### config.mk
export PLATFORM = sky130hd
export DESIGN_NAME = blackparrot_fpga_host_axil_write_demux
export DESIGN_NICKNAME = d
export VERILOG_FILES = /design/src/rtl/blackparrot_fpga_host_pkg.sv /design/src/rtl/bsg_axi_pkg.sv /design/src/rtl/blackparrot_fpga_host_addr_decode.sv /design/src/rtl/bsg_two_fifo.sv /design/src/rtl/blackparrot_fpga_host_axil_write_demux.sv
export SDC_FILE = /design/constraint.sdc
export NUM_CORES = 1
export LEC_CHECK = 0
export CAP_MARGIN = 20
export CORE_MARGIN = 2
export CORE_UTILIZATION = 48
export CTS_BUF_LIST = sky130_fd_sc_hd__clkbuf_4 sky130_fd_sc_hd__clkbuf_8
export DETAILED_ROUTE_END_ITERATION = 16
export GPL_TIMING_DRIVEN = 1
export PLACE_DENSITY = 0.79
export SYNTH_ARGS = -nofsm -noshare
export SYNTH_HDL_FRONTEND = slang
export SYNTH_HIERARCHICAL = 1
export SYNTH_SLANG_ARGS = --single-unit
### constraint.sdc
create_clock -name clk_i -period 4.25 [get_ports clk_i]
set_clock_uncertainty 0.2 [all_clocks]
set_input_delay 0.85 -clock clk_i [delete_from_list [all_inputs] [get_ports clk_i]]
set_output_delay 0.85 -clock clk_i [all_outputs]
set_load 0.05 [all_outputs]
### src/rtl/blackparrot_fpga_host_pkg.sv
// Types shared by the BlackParrot FPGA host AXIL read/write demuxes.
package blackparrot_fpga_host_pkg;

    typedef enum logic [0:0] {
        e_ready = 1'b0,
        e_resp  = 1'b1
    } state_e;

endpackage

### src/rtl/bsg_axi_pkg.sv
// AXI response encodings shared by the host-side AXI/AXIL adapters.
package bsg_axi_pkg;

    typedef enum logic [1:0] {
        e_axi_resp_okay   = 2'b00,
        e_axi_resp_exokay = 2'b01,
        e_axi_resp_slverr = 2'b10,
        e_axi_resp_decerr = 2'b11
    } axi_resp_type_e;

endpackage

### src/rtl/blackparrot_fpga_host_addr_decode.sv
// Masked base-address decoder: lowest matching channel wins; offset strips the matched bits.
module blackparrot_fpga_host_addr_decode #(
    parameter int els_p        = 1,
    parameter int addr_width_p = 64
) (
    input  logic [addr_width_p-1:0]            addr_i,
    input  logic [els_p-1:0][addr_width_p-1:0] base_i,
    input  logic [els_p-1:0][addr_width_p-1:0] mask_i,
    output logic                               match_v_o,
    output logic [els_p-1:0]                   sel_o,
    output logic [addr_width_p-1:0]            offset_o
);

    // Priority scan from channel 0 upward.
    always_comb begin
        match_v_o = 1'b0;
        sel_o     = '0;
        offset_o  = '0;
        for (int i = 0; i < els_p; i++) begin
            if (!match_v_o && ((addr_i & mask_i[i]) == (base_i[i] & mask_i[i]))) begin
                match_v_o = 1'b1;
                sel_o[i]  = 1'b1;
                offset_o  = addr_i & ~mask_i[i];
            end else begin
                sel_o[i]  = 1'b0;
            end
        end
    end

endmodule

### src/rtl/bsg_two_fifo.sv
// Two-entry ready/valid FIFO; the consumer pops with yumi_i (only when v_o is high).
module bsg_two_fifo #(
    parameter int width_p = 8
) (
    input  logic               clk_i,
    input  logic               reset_i,
    output logic               ready_o,
    input  logic [width_p-1:0] data_i,
    input  logic               v_i,
    output logic               v_o,
    output logic [width_p-1:0] data_o,
    input  logic               yumi_i
);

    logic [width_p-1:0] mem_r [2];
    logic               head_r;
    logic               tail_r;
    logic [1:0]         cnt_r;
    logic               enq_s;

    assign ready_o = (cnt_r != 2'd2);
    assign v_o     = (cnt_r != 2'd0);
    assign data_o  = mem_r[head_r];
    assign enq_s   = v_i & ready_o;

    // Pointer and occupancy tracking.
    always_ff @(posedge clk_i) begin
        if (reset_i) begin
            head_r <= 1'b0;
            tail_r <= 1'b0;
            cnt_r  <= 2'd0;
        end else begin
            head_r <= yumi_i ? ~head_r : head_r;
            tail_r <= enq_s ? ~tail_r : tail_r;
            cnt_r  <= cnt_r + {1'b0, enq_s} - {1'b0, yumi_i};
        end
    end

    // Storage; contents are don't-care until written.
    always_ff @(posedge clk_i) begin
        if (enq_s) begin
            mem_r[tail_r] <= data_i;
        end else begin
            mem_r[tail_r] <= mem_r[tail_r];
        end
    end

endmodule

### src/rtl/blackparrot_fpga_host_axil_write_demux.sv
// AXI4-Lite write slave steering each write to one of CSR_ELS_P ready/valid channels,
// with masked decode, configurable error responses and an optional stall timeout.
module blackparrot_fpga_host_axil_write_demux
    import bsg_axi_pkg::*;
    import blackparrot_fpga_host_pkg::*;
#(
    parameter int S_AXIL_ADDR_WIDTH = 64,
    parameter int S_AXIL_DATA_WIDTH = 32,
    parameter int CSR_ELS_P         = 1,
    parameter logic [CSR_ELS_P-1:0][S_AXIL_ADDR_WIDTH-1:0] csr_addr_p = '0,
    parameter logic [CSR_ELS_P-1:0][S_AXIL_ADDR_WIDTH-1:0] csr_mask_p = '1,
    parameter int timeout_p         = 0,
    parameter int decerr_p          = 1,
    parameter int strict_strb_p     = 0,
    parameter int err_cnt_width_p   = 16
) (
    input  logic                           clk_i,
    input  logic                           reset_i,
    input  logic [S_AXIL_ADDR_WIDTH-1:0]   s_axil_awaddr,
    input  logic [2:0]                     s_axil_awprot,
    input  logic                           s_axil_awvalid,
    output logic                           s_axil_awready,
    input  logic [S_AXIL_DATA_WIDTH-1:0]   s_axil_wdata,
    input  logic [S_AXIL_DATA_WIDTH/8-1:0] s_axil_wstrb,
    input  logic                           s_axil_wvalid,
    output logic                           s_axil_wready,
    output logic                           s_axil_bvalid,
    input  logic                           s_axil_bready,
    output logic [1:0]                     s_axil_bresp,
    output logic [CSR_ELS_P-1:0]           fifo_v_o,
    input  logic [CSR_ELS_P-1:0]           fifo_ready_and_i,
    output logic [S_AXIL_DATA_WIDTH-1:0]   fifo_data_o,
    output logic [S_AXIL_ADDR_WIDTH-1:0]   fifo_addr_o,
    output logic                           err_v_o,
    output logic [err_cnt_width_p-1:0]     err_count_o
);

    localparam int STRB_W  = S_AXIL_DATA_WIDTH / 8;
    localparam int STALL_W = (timeout_p > 0) ? $clog2(timeout_p + 1) : 1;

    logic                         aw_ready_s, aw_v_s, w_ready_s, w_v_s, pop_s;
    logic [S_AXIL_ADDR_WIDTH-1:0] aw_addr_s, offset_s;
    logic [S_AXIL_DATA_WIDTH-1:0] w_data_s;
    logic [STRB_W-1:0]            w_strb_s;
    logic                         match_s, strb_bad_s, latch_s, err_n_s, unused_s;
    logic [CSR_ELS_P-1:0]         sel_s;
    state_e                       state_r, state_n;
    axi_resp_type_e               bresp_r, resp_n_s;
    logic [STALL_W-1:0]           stall_r, stall_n, stall_inc_s;
    logic                         err_v_r;
    logic [err_cnt_width_p-1:0]   err_cnt_r;

    assign unused_s = ^s_axil_awprot;

    bsg_two_fifo #(.width_p(S_AXIL_ADDR_WIDTH)) aw_fifo (
        .clk_i   (clk_i),
        .reset_i (reset_i),
        .ready_o (aw_ready_s),
        .data_i  (s_axil_awaddr),
        .v_i     (s_axil_awvalid),
        .v_o     (aw_v_s),
        .data_o  (aw_addr_s),
        .yumi_i  (pop_s)
    );

    bsg_two_fifo #(.width_p(S_AXIL_DATA_WIDTH + STRB_W)) w_fifo (
        .clk_i   (clk_i),
        .reset_i (reset_i),
        .ready_o (w_ready_s),
        .data_i  ({s_axil_wstrb, s_axil_wdata}),
        .v_i     (s_axil_wvalid),
        .v_o     (w_v_s),
        .data_o  ({w_strb_s, w_data_s}),
        .yumi_i  (pop_s)
    );

    blackparrot_fpga_host_addr_decode #(
        .els_p        (CSR_ELS_P),
        .addr_width_p (S_AXIL_ADDR_WIDTH)
    ) decode (
        .addr_i    (aw_addr_s),
        .base_i    (csr_addr_p),
        .mask_i    (csr_mask_p),
        .match_v_o (match_s),
        .sel_o     (sel_s),
        .offset_o  (offset_s)
    );

    // The buffers come out of reset empty but must not look ready while reset is held.
    assign s_axil_awready = aw_ready_s & ~reset_i;
    assign s_axil_wready  = w_ready_s & ~reset_i;
    assign s_axil_bvalid  = (state_r == e_resp);
    assign s_axil_bresp   = bresp_r;
    assign fifo_data_o    = w_data_s;
    assign fifo_addr_o    = offset_s;
    assign err_v_o        = err_v_r;
    assign err_count_o    = err_cnt_r;
    assign strb_bad_s     = (strict_strb_p != 0) && !(&w_strb_s);
    assign stall_inc_s    = stall_r + STALL_W'(1);

    // Transaction FSM: decode, forward, time out, then hold the response.
    always_comb begin
        state_n  = state_r;
        stall_n  = stall_r;
        pop_s    = 1'b0;
        latch_s  = 1'b0;
        err_n_s  = 1'b0;
        resp_n_s = e_axi_resp_okay;
        fifo_v_o = '0;
        case (state_r)
            e_ready: begin
                if (aw_v_s && w_v_s) begin
                    if (strb_bad_s) begin
                        latch_s  = 1'b1;
                        err_n_s  = 1'b1;
                        resp_n_s = e_axi_resp_slverr;
                    end else if (!match_s) begin
                        latch_s  = 1'b1;
                        err_n_s  = (decerr_p != 0);
                        resp_n_s = (decerr_p != 0) ? e_axi_resp_decerr : e_axi_resp_okay;
                    end else begin
                        fifo_v_o = sel_s;
                        if (|(sel_s & fifo_ready_and_i)) begin
                            latch_s  = 1'b1;
                        end else if ((timeout_p != 0) && (stall_inc_s == STALL_W'(timeout_p))) begin
                            latch_s  = 1'b1;
                            err_n_s  = 1'b1;
                            resp_n_s = e_axi_resp_slverr;
                        end else begin
                            stall_n  = stall_inc_s;
                        end
                    end
                    pop_s   = latch_s;
                    state_n = latch_s ? e_resp : e_ready;
                end else begin
                    state_n = e_ready;
                end
            end
            e_resp: begin
                if (s_axil_bready) begin
                    state_n = e_ready;
                    stall_n = '0;
                end else begin
                    state_n = e_resp;
                end
            end
            default: begin
                state_n = e_ready;
                stall_n = '0;
            end
        endcase
    end

    // State, latched response and saturating error counter.
    always_ff @(posedge clk_i) begin
        if (reset_i) begin
            state_r   <= e_ready;
            stall_r   <= '0;
            bresp_r   <= e_axi_resp_okay;
            err_v_r   <= 1'b0;
            err_cnt_r <= '0;
        end else begin
            state_r <= state_n;
            stall_r <= stall_n;
            err_v_r <= err_n_s;
            bresp_r <= latch_s ? resp_n_s : bresp_r;
            if (err_n_s && !(&err_cnt_r)) begin
                err_cnt_r <= err_cnt_r + err_cnt_width_p'(1);
            end else begin
                err_cnt_r <= err_cnt_r;
            end
        end
    end

endmodule

Word level (Yosys, flattened, before mapping). Memory sizes are Yosys's and may differ from the RTL's. A register that Yosys moved wholly into a read port is not among the register bits. Cells that the tools add are included. W data, S select, Z words.

Register bits: 28. Bits in writable memories: 200. Memories: 2. Word-level logic and storage cells: 75. Output and inout port bits: 119.

Memory list: aw_fifo.mem_r (words 2, width 64, rd ports 1, clocked after Yosys merged registers in 1, wr ports 1, line bsg_two_fifo.sv:15) `logic [width_p-1:0] mem_r [2];`; w_fifo.mem_r (words 2, width 36, rd ports 1, clocked after Yosys merged registers in 1, wr ports 1, line bsg_two_fifo.sv:15).

Eq/ne operators: 4. Reductions and logical operators: 9. $add $sub $neg: 5. Bitwise logic cells: 13. Muxes and demuxes: 32.

Operator list (number): $logic_not A64 Y1 (1); $mux W64 (1); $mux W36 (1); $mux W1 (26); $add A16 B1 Y16 const B (1); $reduce_and A16 Y1 (1); $mux W2 (3); $not A1 Y1 (6); $and A1 B1 Y1 (5); $add A2 B1 Y2 (2); $ne A2 B2 Y1 const B (2); $reduce_and A2 Y1 (2); $reduce_bool A2 Y1 (2); $sub A2 B1 Y2 (2); $logic_and A1 B1 Y1 (2); $ne A0 B0 Y1 (2); $or A1 B1 Y1 (2); $pmux W1 S2 (1); $logic_not A1 Y1 (1).

Depth between registers and ports, before layout.
Depth after elaboration: 11. Gate-level depth with buffers: 17. Gate-level depth less buffers: 13.

By module. Netlist, hierarchy kept.

By module, submodules not included: bsg_two_fifo (aw_fifo) (cells each 228, sequential area each 3943.8 um^2, area each 4854.7 um^2, instances 1); bsg_two_fifo (w_fifo) (cells each 141, sequential area each 2262.2 um^2, area each 2842.7 um^2, instances 1); blackparrot_fpga_host_addr_decode (cells each 187, sequential area each 0.0 um^2, area each 1904.3 um^2, instances 1); blackparrot_fpga_host_axil_write_demux (cells each 118, sequential area each 380.4 um^2, area each 968.4 um^2, instances 1).

Least setup slack after synthesis. Ideal clock, no wire load.

Kind: register to register. From: reg (tool-made name). To: reg aw_fifo.cnt_r[1]. Buffers on the path: 4. Data required time: 3.985 ns. Clock period less this slack: 4.106 ns. Stages on the path, launching flop included: 17. Setup slack: 0.144 ns. Arrival: 3.841 ns. Cell sequence: dfxtp_1 -> buf_2 -> buf_2 -> mux2_2 -> xor2_1 -> a22oi_1 -> nand4_1 -> or4_1 -> clkbuf_1 -> nor2_1 -> nand4bb_1 -> buf_2 -> nand2_1 -> xnor2_1 -> ha_1 -> or4b_1 -> nand4b_1.

RTL lines: end signal: assignment (line bsg_two_fifo.sv:35) `cnt_r <= cnt_r + {1'b0, enq_s} - {1'b0, yumi_i};`; end: declaration (line bsg_two_fifo.sv:18) `logic [1:0] cnt_r;`.

==> flow_summary.toml <==
[outcome]
status = "finished with violations"
violations = "slew limit, setup timing"

[pwr]
ir_drop_v = 0.000291
power_mw = 7.30
p_leak_nw = 5.02
power_density_mw_per_mm2 = 521

[finish]
layoutNonFillerInstCount = 1354
nNetsFinal = 1167
mostFrequentLayoutCells = "192 x edfxtp_1, 192 x conb_1, 153 x clkdlybuf4s50_1, 60 x xor2_1, 54 x mux2_2"
synthToLayoutAreaGrowth_pct = 36.1
nFillCells = 1564
final_area_sq_mm = 0.0140
fin_util_pct = 66.6
final_layout_size_suffix_gt1_share_pct = 22.7

[sta]
max_freq_mhz = 233
setup_ws_ns = -0.0366
rsz0062_at_grt = "true"
fin_crit_sh_pct = 101
finalHoldViolCount = 0
setup_viol = 1
slew_headroom_pct = -68.5
worst_pin_slew_ns = 2.49
tns_ns = -0.0366
final-max-slew-violation-count = 14
period_needed_ns = 4.29
whs_ns = 0.312

[routing]
drtAntennaViolNets = 0
drt_pass1_iterations = 4
wl_per_cell_um = 17.3
wirelength_um = 23500
viasPerCell = 4.84
drt-initial-drc-count = 258
vias = 6548
drc = 0

[placed_design]
post_dp_cell_area_sq_mm = 0.0128
gp_congestion = 0.755
io_buffers = 156
dpl.hpwl_um = 15200
pre_cts_slack_ns = 0.285
placed_cells = 1264

[floorplanning]
io_pins = 228
die_area_sq_mm = 0.0226
core_sq_mm = 0.0210
fp.dieH_um = 150
start_util_pct = 48.9
row_count = 53
die_w_um = 150

[worst_hold_path]
min_path_cells = 2
min_to = "err_count_o[11]"
hp-start = "err_count_o[11]"
hp-class = "reg -> reg"

[critical_path]
path_cells = "buf_12 -> buf_12 -> buf_4 -> mux2_2 -> xor2_1 -> a22oi_1 -> nand4_1 -> or4_4 -> nor2_4 -> buf_6 -> and3_4 -> buf_12"
cpMostUsedCell = "buf_12"
cp-end-kind = "primary output"
reg2reg_to = "w_fifo/cnt_r[1]"
required_ns = 3.20
reg2reg_slack_ns = 0.27
start_kind = "register"
crit_fanout = 9
crit_slowest_cell = "or4_4"
critPathMaxStageDelay_ns = 0.54
ff2ff_path_depth = 17
arrival_ns = 3.24
criticalPathCategory = "reg -> out"

[clock_network]
htreeDepth = 2
clock-sinks = 221
tritoncts = "done"
insertion_delay_ns = 0.52
cts_hold_buf = 0
root_buffer = "clkbuf_8"
numCtsBuffers = 38
clk_pin_slew_ns = 0.06
clk_path_buf_depth = 3

[global_routing]
gr-usage-all-layers_pct = 20.1
grt_max_degree = 65
grt_pass1_vias = 6642
antenna_found_initial = 2
gr-total-overflow = 0
grt_pass1_wl_um = 34700

[yosys]
syn_avg_cell_area_sq_um = 15.5
yosys_warnings = 6
synthCells = 662
netlist_area_sq_mm = 0.0103

[run]
max-cap-violations = 0
-- critical path: cells and delay by family (launching register included) --
kind	cells	cell delay, ns
simple gates	4	0.97
buf+inv	5	0.63
flops	1	0.39
mux	1	0.34
compound gates	1	0.20
xor+xnor	1	0.17
-- registers in the layout, indices dropped and copies added (netlist names), 2 cells and up, named ones only --
register       cells
aw_fifo/cnt_r      2
w_fifo/mem_r      64
aw_fifo/mem_r    128
err_count_o       16
w_fifo/cnt_r       2
-- metal layers --
layer	global-route usage (%)	vias to the layer above	routed length (um)	share of wire [%]
met5	0	-	0	0
met4	8.68	0	756	3.2
met2	34.5	183	12000	51
li1	-	3198	-	-
met1	24.2	3119	9430	40
met3	4.85	48	1330	5.7
-- worst max path at each step --
stage | cells after the start | start | endpoint | slack [ns]
2_1_floorplan | 16 | register | aw_fifo/cnt_r[1] | 0.14
3_3_place_gp | 14 | register | aw_fifo/cnt_r[1] | 0.31
3_5_place_dp | 14 | register | w_fifo/cnt_r[1] | 0.29
4_1_cts | 11 | register | fifo_v_o | -0.06
5_1_grt | 12 | register | fifo_v_o | -0.14
6_report | 12 | register | fifo_v_o | -0.04
-- final cells by class --
class	instances	area, sq um	area share [%]
Antenna cell	2	5.00	0.0358
Clock inverter	11	45.0	0.322
Multi-Input combinational cell	585	4540	32.4
Clock buffer	51	639	4.57
Sequential cell	221	6350	45.4
Tap cell	275	344	2.46
Timing Repair Buffer	195	2020	14.4
Inverter	14	52.6	0.376
-- repair_timing --
| action | CTS | global route |
|---|---|---|
| setup buffers | 8 | 16 |
| pin swaps | 13 | 30 |
| cloned | 2 | 1 |
| gates resized for setup | 22 | 29 |
| endpoints found under the setup margin | 1 | 1 |
-- power by group --
group | internal (mW) | switching [mW] | total [mW]
registers | 2.71 | 0.0933 | 2.80
clock network | 0.965 | 0.808 | 1.77
logic | 1.28 | 1.45 | 2.73
total | 4.95 | 2.35 | 7.30
No activity file was read; power rests on OpenSTA's default activity.
